### config.mk
export PLATFORM = sky130hd
export DESIGN_NAME = sobel_axis_out
export DESIGN_NICKNAME = d
export VERILOG_FILES = /design/src/rtl/sobel_axis_out.sv
export SDC_FILE = /design/constraint.sdc
export NUM_CORES = 1
export LEC_CHECK = 0
export ABC_AREA = 1
export BUFFER_PORTS_ARGS = -buffer_cell sky130_fd_sc_hd__clkbuf_2
export CAP_MARGIN = 20
export CORE_ASPECT_RATIO = 0.6
export CORE_MARGIN = 2
export CORE_UTILIZATION = 30
export DETAILED_ROUTE_END_ITERATION = 12
export PLACE_DENSITY = 0.56
export SLEW_MARGIN = 0
export SYNTH_ARGS = -nofsm -noshare
export SYNTH_HDL_FRONTEND = slang
export SYNTH_SLANG_ARGS = --single-unit
### constraint.sdc
create_clock -name clk -period 2 [get_ports clk]
set_clock_uncertainty 0.2 [all_clocks]
set_input_delay 0.1 -clock clk [delete_from_list [all_inputs] [get_ports clk]]
set_output_delay 0.1 -clock clk [all_outputs]
set_load 0.1 [all_outputs]
### src/rtl/sobel_axis_out.sv
// Sobel magnitude output stage: per-lane saturate/binarize, small beat FIFO,
// AXI-Stream master with frame length checking and completed-frame counting.
module sobel_axis_out #(
   parameter int PIXEL       = 3,
   parameter int DATAWIDTH   = 8,
   parameter int DEPTH       = 4,
   parameter int THRESHOLD   = 0,
   parameter int FRAME_BEATS = 16
) (
   input  logic                           clk,
   input  logic                           ARESET,
   input  logic [DATAWIDTH*2*PIXEL-1:0]   packed_sum,
   input  logic                           i_strobe,
   input  logic                           in_tlast,
   output logic                           o_busy,
   output logic [DATAWIDTH*PIXEL-1:0]     m_axis_tdata,
   output logic                           m_axis_tvalid,
   input  logic                           m_axis_tready,
   output logic                           m_axis_tlast,
   output logic                           o_frame_err,
   output logic [15:0]                    o_frame_cnt
);

   localparam int AW = (DEPTH > 1) ? $clog2(DEPTH) : 1;
   localparam int CW = AW + 1;
   localparam int BW = $clog2(FRAME_BEATS + 1);
   localparam int IW = 2 * DATAWIDTH;
   localparam logic [IW-1:0] THR    = IW'(THRESHOLD);
   localparam logic [BW-1:0] FB_LEN = BW'(FRAME_BEATS);
   localparam logic [CW-1:0] FULL   = CW'(DEPTH);

   logic [DEPTH-1:0][DATAWIDTH*PIXEL-1:0] mem_data;
   logic [DEPTH-1:0]                      mem_last;
   logic [AW-1:0]                         wr_ptr, rd_ptr;
   logic [CW-1:0]                         count;
   logic [BW-1:0]                         beat_cnt, beat_nxt;
   logic [DATAWIDTH*PIXEL-1:0]            conv;
   logic                                  push, pop;

   // Lane conversion: saturate to the output width, or binarize when a threshold is set.
   for (genvar i = 0; i < PIXEL; i++) begin : g_lane
      logic [IW-1:0] lane;
      assign lane = packed_sum[IW*i +: IW];
      if (THRESHOLD == 0) begin : g_sat
         assign conv[DATAWIDTH*i +: DATAWIDTH] = (lane[IW-1:DATAWIDTH] != '0) ? '1
                                                : lane[DATAWIDTH-1:0];
      end else begin : g_bin
         assign conv[DATAWIDTH*i +: DATAWIDTH] = (lane >= THR) ? '1 : '0;
      end
   end

   assign o_busy        = (count == FULL);
   assign m_axis_tvalid = (count != '0);
   assign m_axis_tdata  = mem_data[rd_ptr];
   assign m_axis_tlast  = mem_last[rd_ptr];
   assign push          = i_strobe & ~o_busy;
   assign pop           = m_axis_tvalid & m_axis_tready;
   assign beat_nxt      = beat_cnt + 1'b1;

   always_ff @(posedge clk) begin
      if (ARESET) begin
         mem_data    <= '0;
         mem_last    <= '0;
         wr_ptr      <= '0;
         rd_ptr      <= '0;
         count       <= '0;
         beat_cnt    <= '0;
         o_frame_err <= 1'b0;
         o_frame_cnt <= '0;
      end else begin
         if (push) begin
            mem_data[wr_ptr] <= conv;
            mem_last[wr_ptr] <= in_tlast;
            wr_ptr           <= (wr_ptr == AW'(DEPTH - 1)) ? '0 : wr_ptr + 1'b1;
            // A frame ends either at tlast or at the expected length; any disagreement is an error.
            if (in_tlast || beat_nxt == FB_LEN) begin
               beat_cnt <= '0;
               if (in_tlast != (beat_nxt == FB_LEN)) o_frame_err <= 1'b1;
            end else begin
               beat_cnt <= beat_nxt;
            end
         end
         if (pop) begin
            rd_ptr <= (rd_ptr == AW'(DEPTH - 1)) ? '0 : rd_ptr + 1'b1;
            if (m_axis_tlast) o_frame_cnt <= o_frame_cnt + 16'd1;
         end
         count <= count + CW'(push) - CW'(pop);
      end
   end

endmodule

Yosys cells after proc, flatten, opt, wreduce, memory -nomap -nowiden
Cells that the tools add are included.
- bits in registers: 129
- input bits: 53
- word-level logic and storage cells: 52
- $add $sub $neg: 6
- order comparisons: 3
- equality and inequality tests: 5
- mux-type cells: 16
- bitwise gates (word level): 3
- reductions and logical operators: 8
- operator list (kind ; count):
    $bwmux 96 ; 1
    $bmux 24 s2 ; 1
    $demux 24 s2 ; 1
    $mux 24 ; 2
    $mux 8 ; 3
    $reduce_bool 8->1 ; 3
    $add 16x1->16 const B ; 1
    $lt 2x3->1 const B ; 2
    $add 5x1->5 const B ; 1
    $eq 5x5->1 const B ; 1
    $mux 5 ; 1
    $add 2x1->2 const B ; 2
    $bwmux 4 ; 1
    $eq 2x2->1 const B ; 2
    $mux 2 ; 2
    $add 3x1->3 ; 1
    $eq 3x3->1 const B ; 1
    $reduce_and 3->1 ; 1
    $reduce_bool 3->1 ; 1
    $sub 3x1->3 ; 1
    $and 1x1->1 ; 2
    $bmux 1 s2 ; 1
    $demux 1 s2 ; 1
    $ge 2x1->1 const B ; 1
    6 further kinds ; 7

Longest topological paths before layout
Gate-level depths: netlist of the first run.
- word-level depth: 5
- mapped depth: 11

Worst setup path before layout of the first run
OpenSTA, ideal clock, no wires.
- kind: register to output
- start: register rd_ptr[0]
- end: output port m_axis_tdata[13]
- data arrival time: 2.434 ns
- path slack: -0.734 ns
- cell stages (with the launch flop): 6
- path buffers: 3
- path through: dfxtp_1 -> buf_6 -> buf_2 -> clkbuf_1 -> nor2_1 -> o22ai_1
- word-level cells in the longest chain between the ends: 2
- ends and longest elaborated chain (what ; RTL line ; source):
    start: declaration ; 34 ; logic [AW-1:0] wr_ptr, rd_ptr;
    start signal: assignment ; 84 ; rd_ptr <= (rd_ptr == AW'(DEPTH - 1)) ? '0 : rd_ptr + 1'b1;
    $bmux 24 s2 ; 54 ; assign m_axis_tdata = mem_data[rd_ptr];
    $mux 24 (not written as such) ; 54 ;
    end: declaration ; 16 ; output logic [DATAWIDTH*PIXEL-1:0] m_axis_tdata,
Every way passes these cells. The select of a mux whose other input is x is not followed.

Final worst setup path of the first run
- start: register count[1]
- end: register count[1]
- elaborated cells between the ends (all ways): 7
- RTL lines (what ; RTL line ; source):
    start: declaration ; 35 ; logic [CW-1:0] count;
    start signal: assignment ; 87 ; count <= count + CW'(push) - CW'(pop);
    $reduce_bool 3->1 ; 53 ; assign m_axis_tvalid = (count != '0);
    $and 1x1->1 ; 57 ; assign pop = m_axis_tvalid & m_axis_tready;
    named net pop ; 38 ; logic push, pop;
    $sub 3x1->3 ; 87 ;
The timed path passes the listed nets, and every way through them passes these cells.
A chain may end at the register's enable or synchronous reset.

==> impl_metrics.csv, run 1 <==
group,metric,value,unit
timing,setup_viol,0,
global_routing,grt_max_degree,57,
synthesis,synth_cells,873,
synthesis,ys_warn_count,0,
timing,fmax,0.502,GHz
clocking,htreeDepth,4,
synthesis,synthDistinctLibCells,33,
finish,layout.nets,1062,
place,place_ws,0.00520,ns
synthesis,ys_ff_latch,129,
place,io_buffers,96,
setup_path,crit_family,"adder cells",
global_routing,globalRouteTotalUtil,0.176,
setup_path,cp-end-kind,"flip-flop",
clocking,clock_latency,0.41,ns
die,die_h,114,µm
synthesis,synth_compound_area_frac,0.179,
timing,finalMaxSlewViolations,0,
setup_path,slowest_stage,"fa_2",
synthesis,synthAdderAreaFrac,0.0260,
timing,min_period,1.99,ns
synthesis,avgSynthCellArea,6.94,µm²
hold_path,worstHoldPathCells,4,
clocking,clk_pin_slew,0.06,ns
finish,seqCellArea,0.00261,mm²
route,wl,18200,µm
pwr,powerDensity,1600,mW/mm²
synthesis,synth_nets,938,
route,drc,0,
finish,insertedDiodeCount,0,
pwr,total_power,13.9,mW
global_routing,grt_pass1_vias,5695,
finish,multi_input_area,0.00337,mm²
timing,rsz0062_at_grt,"yes",
setup_path,critPathBufInv,3,
run_status,violations,"hold timing",
finish,stdcell_count,1283,
setup_path,reg2regPathDepth,10,
job,cap_violations,0,
finish,final_cell_area,0.00870,mm²
route,viasPerCell,4.64,
synthesis,synth-simple-area-share,0.274,
die,rows,40,
synthesis,syn-cell-area,0.00605,mm²
route,vias,5958,
finish,utilization,0.437,
global_routing,grt_pass1_wl,30000,µm
hold_path,hold_path_class,"input port to flip-flop",
finish,syn_to_final_growth,43.7,%
finish,fillCellCount,2022,
global_routing,antenna_found_initial,0,
route,drt-initial-drc-count,598,
die,die_area,0.0214,mm²
synthesis,yosysTopAreaCellShare,0.427,
timing,timing.final.ws_setup,0.00964,ns
pwr,p_leak,3.66,nW
setup_path,worstSetupPathDepth,10,
place,post-dp-hpwl,11600,µm
synthesis,synth_xor_area_frac,0.0101,
synthesis,yosys-top-cells-area,"dfxtp_1, nor2_1, o21ai_0",
setup_path,cp_data_arrival_time,2.08,ns
die,dieWidth,187,µm
clocking,cts_max_path_buffers,2,
setup_path,crit_chain,"nor2_4 > nand2_8 > nand2_8 > inv_4 > ha_4 > inv_2 > ha_4 > inv_2 > fa_2 > nor2_1",
finish,drive_above_1_share,0.243,
route,routedWlPerCell,14.2,µm
place,dp_cells,1223,
synthesis,synth_top_family_by_area,"simple AND/OR/NAND/NOR gates",
setup_path,worst_ep_required_time,2.09,ns
clocking,clockRootBuffer,"clkbuf_16",
die,start_util,0.304,
run_status,status,"finished with violations",
setup_path,critPathMaxFanout,2,
clocking,cts_buffers,17,
timing,maxSlewHeadroom,0.627,
timing,hold_slack,-0.00844,ns
global_routing,grt_overflow_total,0,
place,place_area,0.00765,mm²
place,gp_congestion,0.756,
setup_path,crit_type,"flip-flop to flip-flop",
setup_path,r2r_setup_slack,0.01,ns
synthesis,seq_area_frac_synth,0.427,
pwr,ir_drop,0.909,mV
timing,worstMarginPinSlew,0.562,ns
clocking,tritoncts,"done",
timing,tns,0,ns
timing,fin_crit_sh,0.995,
clocking,cts_sinks,129,
die,io_pins,97,
setup_path,cpPeakStageDelay,0.50,ns
setup_path,crit_path_start_kind,"flip-flop",
synthesis,yosys.area.top_type,"dfxtp_1",
timing,finalHoldViolCount,3,
route,ant_nets,0,
synthesis,muxShareOfSynthArea,0,
route,dr.pass1.iters,5,
die,core_area,0.0199,mm²
## registers in the layout (all words and copies together), names as in the netlist
name,cells
mem_data,96
o_frame_cnt,16
beat_cnt,5
mem_last,4
count,3
rd_ptr,2
wr_ptr,2
o_frame_err,1
## path summary, 6_finish.rpt
| path | end | from |
|---|---|---|
| worst min-delay path | wr_ptr[1] | i_strobe |
| worst max register to register | count[1] | count[1] |
| worst max-delay path | count[1] | count[1] |
| worst min register to register | o_frame_err | o_frame_err |
## placed cells by master (no fill, tap or decap), types with 2 or more instances in the layout
master         Yosys  layout
nand2_4            1       2
bufinv_16          0       5
inv_6              1       3
o22ai_4            0      18
clkbuf_2           1      70
nand3_1           17      17
buf_8              0       2
dlygate4sd3_1      0      27
inv_4              3       5
buf_6              9       4
inv_2              2       3
nor2_2             2       6
nor2_1           288     283
dfxtp_4            0       2
nand2_8            3       5
a21oi_2            2       2
ha_1              11       9
o21ai_0          134     103
o22ai_2            0       6
o21ai_1           19      37
clkbuf_16          0      17
ha_4               0       2
nand2_1           91      91
nor2_4             2       3
dfxtp_2            0      15
clkinv_4           0       7
buf_12             0      32
buf_4              2      17
o21ai_2            0      13
inv_1             53      50
dfxtp_1          129     112
a21oi_1           25      25
xor2_1             6       6
## report_power, final
part | internal, mW | switching [mW] | leakage, nW
Clock | 2.23 | 1.26 | 0.318
Combinational | 2.48 | 4.79 | 2.29
Sequential | 2.93 | 0.220 | 1.06
Total | 7.65 | 6.28 | 3.66
## metal layers
layer | routed length (µm) | up-vias | GRT usage
li1 | - | 3058 | -
met1 | 9640 | 2705 | 0.268
met2 | 7520 | 181 | 0.253
met3 | 984 | 14 | 0.0366
met4 | 108 | 0 | 0.0362
met5 | 0 | - | 0
## cells by family after synthesis
logic type / Yosys count
compound gates: 207
buf+inv: 108
flops: 129
fa+ha+maj: 12
simple gates: 410
xor+xnor: 7
## final cells by class
cell class                      instances  area share
Clock buffer                           17      0.0489
Clock inverter                         15      0.0268
Inverter                               60      0.0285
Multi-Input combinational cell        636       0.388
Sequential cell                       129       0.300
Tap cell                              273      0.0393
Timing Repair Buffer                  153       0.169
## worst reg2reg max path, stage by stage, from the launching register on
cell and delay (ns):
dfxtp_4 0.35, nor2_4 0.20, nand2_8 0.08, nand2_8 0.07
inv_4 0.04, ha_4 0.20, inv_2 0.06, ha_4 0.11
inv_2 0.03, fa_2 0.50, nor2_1 0.04
## cells in the mapped netlist, drive strengths merged
cell    count
clkbuf     23
o211a       1
nor2      292
fa          1
inv        59
xor2        6
ha         11
nand3b      1
o21ai     153
nand2      99
nand3      18
buf        25
a21oi      27
o22ai      24
a22oi       1
dfxtp     129
clkinv      1
a211oi      1
xnor2       1
## repair_timing
action,4_1_cts,5_1_grt
setup endpoints to repair,25,33
pin swaps,2,6
gates resized for setup,28,37
endpoints found under the hold margin,123,0
hold buffers,27,0
setup buffers,0,1
(Power assumes the default switching activity.)
==> inputs of run 2 (changes only) <==
Settings changed: CORE_UTILIZATION 30 to 50, PLACE_DENSITY 0.56 to 0.82.
==> impl_metrics.csv, run 2 (synthesis gave the netlist of run 1 again) <==
group,metric,value,unit
finish,final_cell_mix,"nor2_1, dfxtp_1, o21ai_0",
timing,finalHoldViolCount,0,
timing,min_period,1.98,ns
route,met2WireLength,7690,µm
pwr,intPower,7.21,mW
pwr,total_power,13.3,mW
finish,layout_commonest_cell,"nor2_1",
die,core_area,0.0119,mm²
setup_path,crit_type,"flip-flop to flip-flop",
global_routing,grt_overflow_total,0,
timing,worstMarginPinSlew,0.548,ns
route,m1WireLength,7570,µm
pwr,ir_drop,1.09,mV
global_routing,grt_pass1_vias,5720,
route,ant_nets,0,
run_status,status,"completed",
finish,regMostFlops,"mem_data",
pwr,seqPwrFrac,0.236,
pwr,powerDensity,1580,mW/mm²
die,start_util,0.507,
setup_path,cp_data_arrival_time,2.08,ns
hold_path,hold_path_class,"input port to flip-flop",
place,io_buffers,96,
finish,insertedDiodeCount,0,
setup_path,crit_path_start_kind,"flip-flop",
finish,layout.nets,1061,
die,rows,31,
route,dr.pass1.iters,6,
route,routedWlPerCell,14.5,µm
timing,fin_crit_sh,0.992,
clocking,clk_pin_slew,0.06,ns
finish,syn_to_final_growth,39.1,%
timing,rsz0062_at_grt,"yes",
setup_path,cpPeakStageDelay,0.52,ns
pwr,swShare,0.460,
clocking,htreeDepth,4,
pwr,p_clk_frac,0.227,
timing,maxSlewHeadroom,0.637,
place,post-dp-hpwl,10400,µm
route,drt-initial-drc-count,458,
die,io_pins,97,
global_routing,grt_pass1_wl,27600,µm
route,wl,17000,µm
route,top_layer,"met4",
place,dp_cells,1114,
timing,finalMaxSlewViolations,0,
route,wl_met3,1480,µm
setup_path,crit_chain,"nor2_4 > nand2_2 > nand2_4 > ha_4 > inv_2 > ha_4 > inv_2 > fa_2 > nor2_1",
pwr,p_leak,3.58,nW
setup_path,cp-end-kind,"flip-flop",
place,gp_congestion,0.798,
job,cap_violations,0,
finish,drive_above_1_share,0.234,
clocking,tritoncts,"done",
timing,setup_viol,0,
finish,utilization,0.705,
die,dieWidth,146,µm
finish,largest_reg_flops,96,
clocking,cts_sinks,129,
setup_path,critPathMaxFanout,2,
finish,largest_registers,"mem_data (96), o_frame_cnt (16), beat_cnt (5)",
global_routing,grt_max_degree,58,
die,die_area,0.0130,mm²
pwr,p_comb_frac,0.537,
global_routing,globalRouteTotalUtil,0.263,
pwr,switchingPower,6.13,mW
global_routing,antenna_found_initial,0,
route,viasPerCell,5.29,
clocking,clockRootBuffer,"clkbuf_16",
die,die_h,89.2,µm
setup_path,slowest_stage,"fa_2",
finish,stdcell_count,1174,
route,drc,0,
clocking,cts_max_path_buffers,2,
setup_path,worst_ep_required_time,2.10,ns
clocking,clock_latency,0.41,ns
route,vias,6216,
clocking,cts_buffers,17,
timing,fmax,0.504,GHz
[run 2: changes by cell type in the layout (fill, tap and decap cells not counted), moves of 3 or more]
cell / change
clkinv_4: -6
clkinv_2: +3
bufinv_16: -3
o21ai_1: +6
o21ai_2: -8
clkinvlp_4: +5
[run 2: what timing repair did]
| item | CTS | global route |
|---|---|---|
| gates resized for setup | 23 | 29 |
| hold endpoints to repair | 121 | 0 |
| setup endpoints to repair | 24 | 29 |
| hold buffers | 27 | 0 |
| buffers inserted | 0 | 1 |
| pin swaps | 3 | 4 |
[run 2: power groups by stage]
stage               Sequential (mW)  Clock (mW)  Combinational [mW]
floorplan                      3.20           0                4.78
global placement               3.16           0                6.93
detailed placement             3.16           0                7.00
CTS                            3.13        3.04                7.11
global route                   3.20        3.14                7.48
finish                         3.15        3.03                7.16
[run 2: layer usage]
layer | global-route usage | up-vias
li1 | - | 3060
met1 | 0.351 | 2818
met2 | 0.433 | 307
met3 | 0.0663 | 31
met4 | 0.0688 | 0
met5 | 0 | -
[run 2: stage by stage]
step	setup slack (ns)	area (µm²)	setup TNS (ns)	hold WS, ns
final	0.0150	8420	0	0.0291
after global routing	-0.0539	8420	-0.108	0.0652
after global placement	0.0434	7510	0	0.179
after detailed placement	-0.0102	7510	-0.0102	0.187
after floorplan	-0.135	6430	-0.296	0.0427
after CTS	0.00432	8360	0	0.0275
[run 2: area by class of cell]
class / instances / area (µm²)
timing repair buffer: 152 / 1440
sequential: 129 / 2610
fill: 905 / 3520
clock buffer: 18 / 429
multi-input combinational: 636 / 3350
inverter: 60 / 245
clock inverter: 14 / 140
tap: 165 / 206
[run 2: worst paths after layout]
path,startpoint,slack (ns),to,cells past startpoint
max,count[0],0.02,count[1],9
min,i_strobe,0.03,beat_cnt[1],5
max reg2reg,count[0],0.02,count[1],9
min reg2reg,o_frame_err,0.25,o_frame_err,2
[run 2: worst max-delay path, delay by kind of cell (launching register included)]
family / cells / cell delay (ns)
adders and majority gates: 3 / 0.84
and+or+nand+nor: 4 / 0.42
DFF: 1 / 0.33
buffers and inverters: 2 / 0.09
==> inputs of run 3 (changes only) <==
--- a/config.mk
+++ b/config.mk
@@ -12,4 +12,5 @@
 export CORE_MARGIN = 2
 export CORE_UTILIZATION = 50
+export CTS_CLUSTER_DIAMETER = 40
 export DETAILED_ROUTE_END_ITERATION = 12
 export PLACE_DENSITY = 0.82
==> constraint.sdc (replaced) <==
create_clock -name clk -period 2 [get_ports clk]
set_clock_uncertainty 0.2 [all_clocks]
set_input_delay 0.2 -clock clk [delete_from_list [all_inputs] [get_ports clk]]
set_output_delay 0.2 -clock clk [all_outputs]
set_load 0.1 [all_outputs]
==> impl_metrics.csv, run 3 (synthesis gave the netlist of run 1 again) <==
group,metric,value,unit
finish,syn_to_final_growth,44.9,%
finish,final_cell_mix,"nor2_1, dfxtp_1, nand2_1",
pwr,p_leak,3.67,nW
pwr,intPower,7.85,mW
route,drc,0,
die,rows,31,
clocking,clk_pin_slew,0.06,ns
finish,largest_reg_flops,96,
setup_path,crit_type,"flip-flop to output pin",
finish,layout_commonest_cell,"nor2_1",
setup_path,crit_path_start_kind,"flip-flop",
clocking,htreeDepth,4,
timing,maxSlewHeadroom,0.557,
place,place_ws,-0.0792,ns
run_status,status,"finished with violations",
pwr,ir_drop,1.61,mV
pwr,powerDensity,1650,mW/mm²
timing,worstMarginPinSlew,0.664,ns
global_routing,grt_pass1_vias,5914,
place,dp_cells,1109,
setup_path,cp_data_arrival_time,1.68,ns
timing,fin_crit_sh,1.04,
global_routing,grt_pass1_wl,29200,µm
global_routing,globalRouteTotalUtil,0.283,
finish,largest_registers,"mem_data (96), o_frame_cnt (16), beat_cnt (5)",
die,io_pins,97,
clocking,cts_max_path_buffers,2,
route,wl,19600,µm
pwr,p_comb_frac,0.553,
clocking,clockRootBuffer,"clkbuf_16",
die,start_util,0.507,
timing,timing.final.ws_setup,-0.0829,ns
pwr,swShare,0.458,
route,routedWlPerCell,16.8,µm
job,cap_violations,0,
pwr,total_power,14.5,mW
hold_path,hold_path_class,"input port to flip-flop",
global_routing,grt_overflow_total,0,
setup_path,worst_ep_required_time,1.60,ns
setup_path,cp-end-kind,"output pin",
clocking,clock_latency,0.42,ns
timing,rsz0062_at_grt,"yes",
timing,finalMaxSlewViolations,0,
global_routing,antenna_found_initial,0,
route,ant_nets,0,
setup_path,critPathMaxFanout,6,
die,die_area,0.0130,mm²
place,post-dp-hpwl,10400,µm
finish,layout.nets,1055,
timing,fmax,0.480,GHz
die,core_area,0.0119,mm²
die,die_h,89.2,µm
run_status,violations,"setup timing",
route,vias,6528,
route,viasPerCell,5.59,
place,io_buffers,96,
finish,utilization,0.735,
timing,tns,-0.599,ns
finish,fillCellCount,835,
route,dr.pass1.iters,5,
finish,drive_above_1_share,0.297,
finish,stdcell_count,1168,
clocking,cts_buffers,17,
finish,regMostFlops,"mem_data",
timing,setup_viol,15,
global_routing,grt_max_degree,113,
clocking,tritoncts,"done",
timing,min_period,2.08,ns
clocking,cts_sinks,129,
die,dieWidth,146,µm
pwr,switchingPower,6.63,mW
pwr,seqPwrFrac,0.224,
route,drt-initial-drc-count,716,
finish,insertedDiodeCount,0,
timing,finalHoldViolCount,0,
pwr,p_clk_frac,0.223,
place,gp_congestion,0.803,
==> run 3: changes by cell type in the layout (fill, tap and decap cells not counted), sizes merged <==
| cell | delta |
|---|---|
| buf | +7 |
| bufinv | +1 |
| clkbuf | +6 |
| clkinvlp | -4 |
| dlygate4sd3 | -16 |
| inv | -1 |
| nor2 | +1 |
==> run 3: per-stage QoR <==
stage	cell area [µm²]	hold WS (ns)
2_1_floorplan	6470	0.143
3_3_place_gp	7530	0.247
3_5_place_dp	7530	0.249
4_1_cts	8450	0.000167
5_1_grt	8780	0.0294
6_report	8780	0.00789
==> run 3: power by group through the flow <==
stage          sequential [mW]  clock, mW  combinational, mW
6_report                  3.24       3.23               8.01
5_1_grt                   3.27       3.35               8.32
4_1_cts                   3.19       3.23               7.45
3_5_place_dp              3.18          0               7.09
3_3_place_gp              3.16          0               7.03
2_1_floorplan             3.20          0               4.91
==> run 3: repair_timing <==
action	in CTS	in global routing
setup buffers	2	9
endpoints found under the hold margin	27	0
cloned	2	4
setup endpoints to repair	50	33
pin swaps	5	15
hold buffers	11	0
resized for setup	77	70
==> run 3: path summary, 6_finish.rpt <==
check	end	from	slack, ns	cells past startpoint
hold reg to reg	o_frame_err	o_frame_err	0.25	2
hold / removal	mem_data[68]	packed_sum[36]	0.008	5
setup / recovery	m_axis_tdata[4]	rd_ptr[0]	-0.08	5
setup reg to reg	count[1]	count[1]	0.01	9
==> run 3: cell type report <==
| class | instances | area [µm²] | area share |
|---|---|---|---|
| clock buffer | 22 | 474 | 0.0540 |
| clock inverter | 10 | 131 | 0.0150 |
| inverter | 60 | 253 | 0.0288 |
| multi-input combinational | 637 | 3640 | 0.415 |
| sequential | 129 | 2610 | 0.298 |
| tap | 165 | 206 | 0.0235 |
| timing repair buffer | 145 | 1460 | 0.166 |
==> run 3: per-layer routing <==
| metal | part of all wire | vias to the layer above | track usage |
|---|---|---|---|
| met5 | 0 | - | 0 |
| met4 | 0.022 | 0 | 0.109 |
| met3 | 0.097 | 51 | 0.0730 |
| met2 | 0.45 | 411 | 0.453 |
| met1 | 0.43 | 3016 | 0.375 |
| li1 | - | 3050 | - |
==> run 3: critical path, stage by stage (launching register included) <==
cell	delay, ns
dfxtp_4	0.43
buf_6	0.14
buf_6	0.15
o21ai_1	0.13
o22ai_4	0.20
buf_12	0.20
